## src/rtl/if_pkg.sv

```systemverilog
// Shared definitions for the instruction-fetch stage: NOP encoding, fetch exception
// causes, FSM state encoding and the fetch-entry metadata layout.
// Pure declarations; no logic, no latency, no flow control.
package if_pkg;

    localparam logic [31:0] RV_NOP               = 32'h0000_0013;
    localparam logic [3:0]  EXC_INSTR_MISALIGNED = 4'd0;
    localparam logic [3:0]  EXC_INSTR_ACCESS     = 4'd1;

    typedef enum logic {
        IF_RUN  = 1'b0,
        IF_HALT = 1'b1
    } if_state_t;

    // XLEN-independent middle of a fetch entry; the full entry is {pc, meta, exc_val}.
    typedef struct packed {
        logic [31:0] instr;
        logic        exc_en;
        logic [3:0]  exc_code;
    } fe_meta_t;

    localparam int FE_META_W = $bits(fe_meta_t);

    function automatic int fe_width(input int xlen);
        return 2 * xlen + FE_META_W;
    endfunction

endpackage

```

## src/rtl/fetch_queue.sv

```systemverilog
// Small synchronous FIFO holding fetched entries between imem and decode.
// Latency: an entry pushed in cycle N is on head_dat in cycle N+1 (head read from storage flops).
// Backpressure: push is ignored when full unless a pop happens the same cycle; flush beats push.
// Ports: push/push_dat write side, pop read side, flush empties, head_vld/head_dat/count status.
module fetch_queue #(
    parameter int DEPTH = 2,
    parameter int W     = 8
) (
    input  logic                       clk,
    input  logic                       rst_n,
    input  logic                       push,
    input  logic [W-1:0]               push_dat,
    input  logic                       pop,
    input  logic                       flush,
    output logic                       head_vld,
    output logic [W-1:0]               head_dat,
    output logic [$clog2(DEPTH+1)-1:0] count
);

    localparam int CW = $clog2(DEPTH + 1);
    localparam int AW = (DEPTH > 1) ? $clog2(DEPTH) : 1;

    logic [W-1:0]  mem [DEPTH];
    logic [AW-1:0] wr_ptr;
    logic [AW-1:0] rd_ptr;
    logic [CW-1:0] cnt;
    logic          do_pop;
    logic          do_push;

    assign do_pop  = pop & (cnt != '0);
    assign do_push = push & ((cnt != CW'(DEPTH)) | do_pop);

    // DEPTH is a power of two, so pointers wrap by natural overflow.
    always_ff @(posedge clk or negedge rst_n) begin
        if (!rst_n) begin
            wr_ptr <= '0;
            rd_ptr <= '0;
            cnt    <= '0;
        end else if (flush) begin
            wr_ptr <= '0;
            rd_ptr <= '0;
            cnt    <= '0;
        end else begin
            if (do_push) wr_ptr <= wr_ptr + AW'(1);
            if (do_pop)  rd_ptr <= rd_ptr + AW'(1);
            cnt <= cnt + CW'(do_push) - CW'(do_pop);
        end
    end

    // Storage needs no reset: head_vld gates every consumer of head_dat.
    always_ff @(posedge clk) begin
        if (do_push && !flush) mem[wr_ptr] <= push_dat;
    end

    assign head_vld = (cnt != '0);
    assign head_dat = mem[rd_ptr];
    assign count    = cnt;

endmodule

```

## src/rtl/if_stage.sv

```systemverilog
// Instruction fetch: owns the PC, captures imem's same-cycle response into a fetch queue for decode.
// Latency: instruction fetched in cycle N is presented on id_* in cycle N+1.
// Backpressure: id_ready low holds head stable; PC and fetch freeze once the queue is full.
// Ports: redirect_en/redirect_pc in; pc_addr out to imem; imem_* in; id_* valid/ready to decode.
// Optional: define IF_PERF_CNT_EN to add perf_fetch_cnt / perf_stall_cnt outputs.
module if_stage
    import if_pkg::*;
#(
    parameter int               XLEN     = 64,
    parameter logic [XLEN-1:0]  RESET_PC = '0,
    parameter int               Q_DEPTH  = 2
) (
    input  logic            clk,
    input  logic            rst_n,
    input  logic            redirect_en,
    input  logic [XLEN-1:0] redirect_pc,
    output logic [XLEN-1:0] pc_addr,
    input  logic [31:0]     imem_instr,
    input  logic            imem_exc_en,
    input  logic [3:0]      imem_exc_code,
    input  logic [XLEN-1:0] imem_exc_val,
    output logic            id_valid,
    input  logic            id_ready,
    output logic [XLEN-1:0] id_pc,
    output logic [31:0]     id_instr,
    output logic            id_exc_en,
    output logic [3:0]      id_exc_code,
    output logic [XLEN-1:0] id_exc_val
`ifdef IF_PERF_CNT_EN
    ,
    output logic [63:0]     perf_fetch_cnt,
    output logic [63:0]     perf_stall_cnt
`endif
);

    localparam int EW = fe_width(XLEN);
    localparam int CW = $clog2(Q_DEPTH + 1);

    if_state_t       state_q, state_d;
    logic [XLEN-1:0] pc_q, pc_d;
    logic [CW-1:0]   q_count;
    logic            head_vld;
    logic [EW-1:0]   head_dat;
    logic [EW-1:0]   enq_dat;
    fe_meta_t        enq_meta;
    logic [XLEN-1:0] enq_val;
    fe_meta_t        head_meta;
    logic            misaligned;
    logic            deq;
    logic            enq;

    // pc+4 keeps alignment, so a misaligned pc_q can only come from a redirect target
    // (or a misaligned RESET_PC); it is reported without consulting imem.
    assign misaligned = (pc_q[1:0] != 2'b00);

    assign deq = head_vld & id_ready;
    assign enq = (state_q == IF_RUN) & ~redirect_en & ((q_count != CW'(Q_DEPTH)) | deq);

    always_comb begin
        enq_meta.instr    = imem_instr;
        enq_meta.exc_en   = imem_exc_en;
        enq_meta.exc_code = imem_exc_code;
        enq_val           = imem_exc_val;
        if (misaligned) begin
            enq_meta.exc_en   = 1'b1;
            enq_meta.exc_code = EXC_INSTR_MISALIGNED;
            enq_val           = pc_q;
        end
        if (enq_meta.exc_en) enq_meta.instr = RV_NOP;
    end

    assign enq_dat = {pc_q, enq_meta, enq_val};

    // FSM and PC: redirect overrides everything; an exception entry parks the PC
    // so the faulting address is never fetched twice.
    always_comb begin
        state_d = state_q;
        pc_d    = pc_q;
        if (redirect_en) begin
            state_d = IF_RUN;
            pc_d    = redirect_pc;
        end else if (enq) begin
            if (enq_meta.exc_en) state_d = IF_HALT;
            else                 pc_d    = pc_q + XLEN'(4);
        end
    end

    always_ff @(posedge clk or negedge rst_n) begin
        if (!rst_n) begin
            state_q <= IF_RUN;
            pc_q    <= RESET_PC;
        end else begin
            state_q <= state_d;
            pc_q    <= pc_d;
        end
    end

    fetch_queue #(
        .DEPTH (Q_DEPTH),
        .W     (EW)
    ) u_fetch_queue (
        .clk      (clk),
        .rst_n    (rst_n),
        .push     (enq),
        .push_dat (enq_dat),
        .pop      (deq),
        .flush    (redirect_en),
        .head_vld (head_vld),
        .head_dat (head_dat),
        .count    (q_count)
    );

    assign head_meta = head_dat[XLEN +: FE_META_W];

    // Empty queue presents a NOP with all other fields zero.
    assign pc_addr     = pc_q;
    assign id_valid    = head_vld;
    assign id_pc       = head_vld ? head_dat[EW-1 -: XLEN] : '0;
    assign id_instr    = head_vld ? head_meta.instr : RV_NOP;
    assign id_exc_en   = head_vld & head_meta.exc_en;
    assign id_exc_code = head_vld ? head_meta.exc_code : 4'd0;
    assign id_exc_val  = head_vld ? head_dat[XLEN-1:0] : '0;

`ifdef IF_PERF_CNT_EN
    always_ff @(posedge clk or negedge rst_n) begin
        if (!rst_n) begin
            perf_fetch_cnt <= '0;
            perf_stall_cnt <= '0;
        end else begin
            if (enq) perf_fetch_cnt <= perf_fetch_cnt + 64'd1;
            if ((state_q == IF_RUN) && !enq && !redirect_en)
                perf_stall_cnt <= perf_stall_cnt + 64'd1;
        end
    end
`endif

endmodule
```

## config.mk

```make
export PLATFORM = sky130hd
export DESIGN_NAME = if_stage
export DESIGN_NICKNAME = d
export VERILOG_FILES = /design/src/rtl/if_pkg.sv /design/src/rtl/fetch_queue.sv /design/src/rtl/if_stage.sv
export SDC_FILE = /design/constraint.sdc
export NUM_CORES = 1
export LEC_CHECK = 0
export ABC_AREA = 1
export CAP_MARGIN = 20
export CORE_AREA = 2 2 199 201
export CTS_CLUSTER_DIAMETER = 100
export DETAILED_ROUTE_END_ITERATION = 8
export DIE_AREA = 0 0 201 203
export GPL_TIMING_DRIVEN = 0
export HOLD_SLACK_MARGIN = 0.02
export PLACE_DENSITY_LB_ADDON = 0.08
export SLEW_MARGIN = 20
export SYNTH_ARGS = -nofsm -noshare
export SYNTH_HDL_FRONTEND = slang
export SYNTH_SLANG_ARGS = --single-unit
export TNS_END_PERCENT = 50
```

## constraint.sdc

```tcl
create_clock -name clk -period 12.06 [get_ports clk]
set_input_delay 1.206 -clock clk [delete_from_list [all_inputs] [get_ports clk]]
set_output_delay 1.206 -clock clk [all_outputs]
set_load 0.01 [all_outputs]
```

==> impl_results.md <==
- Reg2reg end: u_fetch_queue.mem[0][63]
- All-layer global routing usage: 30.4%
- Total Power: 4.91 mW
- NumNets Final: around 2700
- HP Start: state_q
- Tmin final: approximately 4.7 ns
- Initial detailed-routing violation count: 1538
- Clock Latency Late Sink: about 0.56 ns
- Area Growth Syn to Fin: 33.3%
- RSZ-0062 raised after global routing: no
- Max-cap violations: 0
- # fillers: 3179
- # resized after CTS: 0
- Routed wire length: 62500 µm
- Synth Register Bits: 399
- Final ANT Viol Nets: 0
- Most common cell after layout, fill and taps aside: nand2_1
- Final worst-path cycle share: 38.8%
- Reg clk slew, reported paths: about 0.060 ns
- Post-synth EDFFs: 330
- Worst min-delay path class: reg2reg
- Startpoint Class: register
- Mapped Area: 19000 µm²
- Die area: 40800 µm²
- Largest net degree at the start of global routing: 38
- CP required: 10.85 ns
- Hold path cells: 2
- Number of post-CTS setup repair buffers: 0
- Flop-to-flop setup slack: 9.37 ns
- Buffer levels on the longest clock path: 3
- Number of global-route vias before repair: 16223
- Synth warnings: 0
- Final GP Congestion: approximately 0.95
- Ys flop type: edfxtp_1
- Leak Pwr: 9.91 nW
- Die Ht: 203 µm
- Synth cell types: 31
- PwrDens: roughly 190 nW/µm²
- Final Cell Area: 25400 µm²
- Clock Skews: 0.0155 ns
- Net count after synthesis: 2261
- Critical Path AT: 3.47 ns
- PnR worst setup slack: 7.39 ns
- Post-Synthesis Cells: roughly 2100
- Pre-antenna DRT Iters: 6
- Boundary Pins: 399
- Area after DPL: 24000 µm²
- Layout cells sized above 1: ~7%
- Maximum vdd drop: between 0.1 and 0.15 mV
- Reg2reg start: pc_addr[0]
- Initial Util: 49.5%
- Most frequent cells in the layout: nand2_1 (717), clkdlybuf4s50_1 (396), edfxtp_1 (330), nor2_1 (220), a21oi_1 (178)
- Crit path capture type: output port
- Reg2Reg Depth: 4
- Cell row count: 72
- Hold EP: state_q
- Placed Cells: 3019
- DP Worst Slack: 7.98 ns
- CTS tree: yes
- Final setup fails: 0
- Final max-slew violation count: 0
- Setup CP Type: reg2out
- Hold-fix buffers, CTS: 0
- CTS Buf Count: 42
- Syn avg cell area: 9.11 µm²
- Final hold slack: 0.541 ns
- Worst Tran Pin Value: 1.23 ns
- Global-route wire length before repair: 93700 µm
- Register area share after synthesis: 61.1%
- GRT overflow: 0
- DP HPWL: 46600 µm
- Wirelength per Cell: about 20 µm
- Via count: 16491
- Root Buffer: clkbuf_16
- Maximum clock frequency: 0.214 GHz
- DR vias/cell: 5.32
- DRC viols: 0
- Hold Vio Cnt, Final: 0
- Initial antenna violation count: 4
- Htree depth: 2
- Relative slew slack: around 18%
- Clock sinks: 399
- Asr flop ratio synth: roughly 17%
- Status: finished clean
- Crit Path Max Fanout: 10
- Post-Layout Cell Count: 3098
- Core box area: 38500 µm²
- # port buffers: 397
- Die width: 201 µm
==> registers in the layout, summed over array words and instances, names as in the netlist <==
register and flops:
u_fetch_queue.wr_ptr 1, u_fetch_queue.rd_ptr 1, u_fetch_queue.mem 330, state_q 1, pc_addr 64, u_fetch_queue.count 2
==> synth_stat cells, types with 4 or more instances <==
| cell | count | area (µm²) |
|---|---|---|
| inv_1 | 150 | 563 |
| clkbuf_1 | 74 | 278 |
| nand3_1 | 74 | 370 |
| a21oi_1 | 178 | 891 |
| nor2_1 | 222 | 833 |
| nand2_2 | 7 | 43.8 |
| buf_2 | 10 | 50.1 |
| o21ai_1 | 16 | 80.1 |
| nand4_1 | 9 | 56.3 |
| o22ai_1 | 7 | 43.8 |
| nor2_4 | 9 | 101 |
| buf_6 | 6 | 67.6 |
| dfrtp_1 | 69 | 1730 |
| buf_4 | 66 | 495 |
| a31oi_1 | 4 | 25.0 |
| o211ai_1 | 14 | 105 |
| o21ai_0 | 94 | 470 |
| edfxtp_1 | 330 | 9910 |
| nand2_1 | 717 | 2690 |
| buf_1 | 7 | 26.3 |
==> critical path, stage by stage, from the launching register on <==
cell	delay (ns)
dfrtp_1	0.32
clkbuf_1	0.23
clkbuf_1	0.92
clkbuf_1	0.46
nand2_1	0.10
a21oi_1	0.27
clkdlybuf4s50_1	0.60
==> cell type report <==
class / instances / area, µm² / area share [%]
Sequential cell: 399 / 11600 / 45.8
Multi-Input combinational cell: 1376 / 5930 / 23.4
Timing Repair Buffer: 413 / 4330 / 17.1
Clock buffer: 61 / 1190 / 4.70
Buffer: 163 / 917 / 3.61
Tap cell: 518 / 648 / 2.55
Inverter: 151 / 567 / 2.23
Clock inverter: 14 / 149 / 0.587
Antenna cell: 3 / 7.51 / 0.0296
==> cell families (layout without fill, tap and decap cells) <==
group                      after synthesis  count (layout)  synth area share (%)
other                                    0               3                     0
and+or+nand+nor                       1051            1051                  22.0
xor gates and xnor gates                 5               5                 0.230
DFF                                    399             399                  61.1
AOI/OAI and AO/OA                      317             317                  8.66
adders and majority gates                3               3                 0.197
buffers and inverters                  314             802                  7.80
==> how the worst max path moves through the flow <==
stage / startpoint / to / slack [ns] / cells after the start
after CTS: u_fetch_queue.rd_ptr / id_pc[48] / 7.36 / 7
final: u_fetch_queue.rd_ptr / id_pc[48] / 7.39 / 6
after detailed placement: u_fetch_queue.rd_ptr / id_exc_val[7] / 7.98 / 7
after floorplan: redirect_en / u_fetch_queue.mem[0][0] / 2.73 / 6
after global placement: id_ready / u_fetch_queue.mem[0][140] / -1.60 / 7
after global routing: u_fetch_queue.rd_ptr / id_pc[48] / 7.21 / 6
==> through the flow <==
| stage | utilization, % | TNS [ns] |
|---|---|---|
| after floorplan | - | 0 |
| after global placement | 61.5 | -498.78 |
| after detailed placement | 62.4 | 0 |
| after CTS | 65.9 | 0 |
| after global routing | 66.0 | 0 |
| final | 66.0 | 0 |
==> where the power goes <==
group          switching, mW  internal (mW)
clock                  0.522          0.750
combinational           1.03          0.802
sequential             0.112           1.69
total                   1.67           3.24
==> routing by layer <==
metal / track usage, % / share of wire [%] / vias up
met3: 4.24 / 7.2 / 126
met2: 51.3 / 49 / 753
met1: 40.2 / 40 / 7868
li1: - / - / 7744
met4: 11.2 / 3.5 / 0
met5: 0 / 0 / -
(Power assumes the default switching activity.)
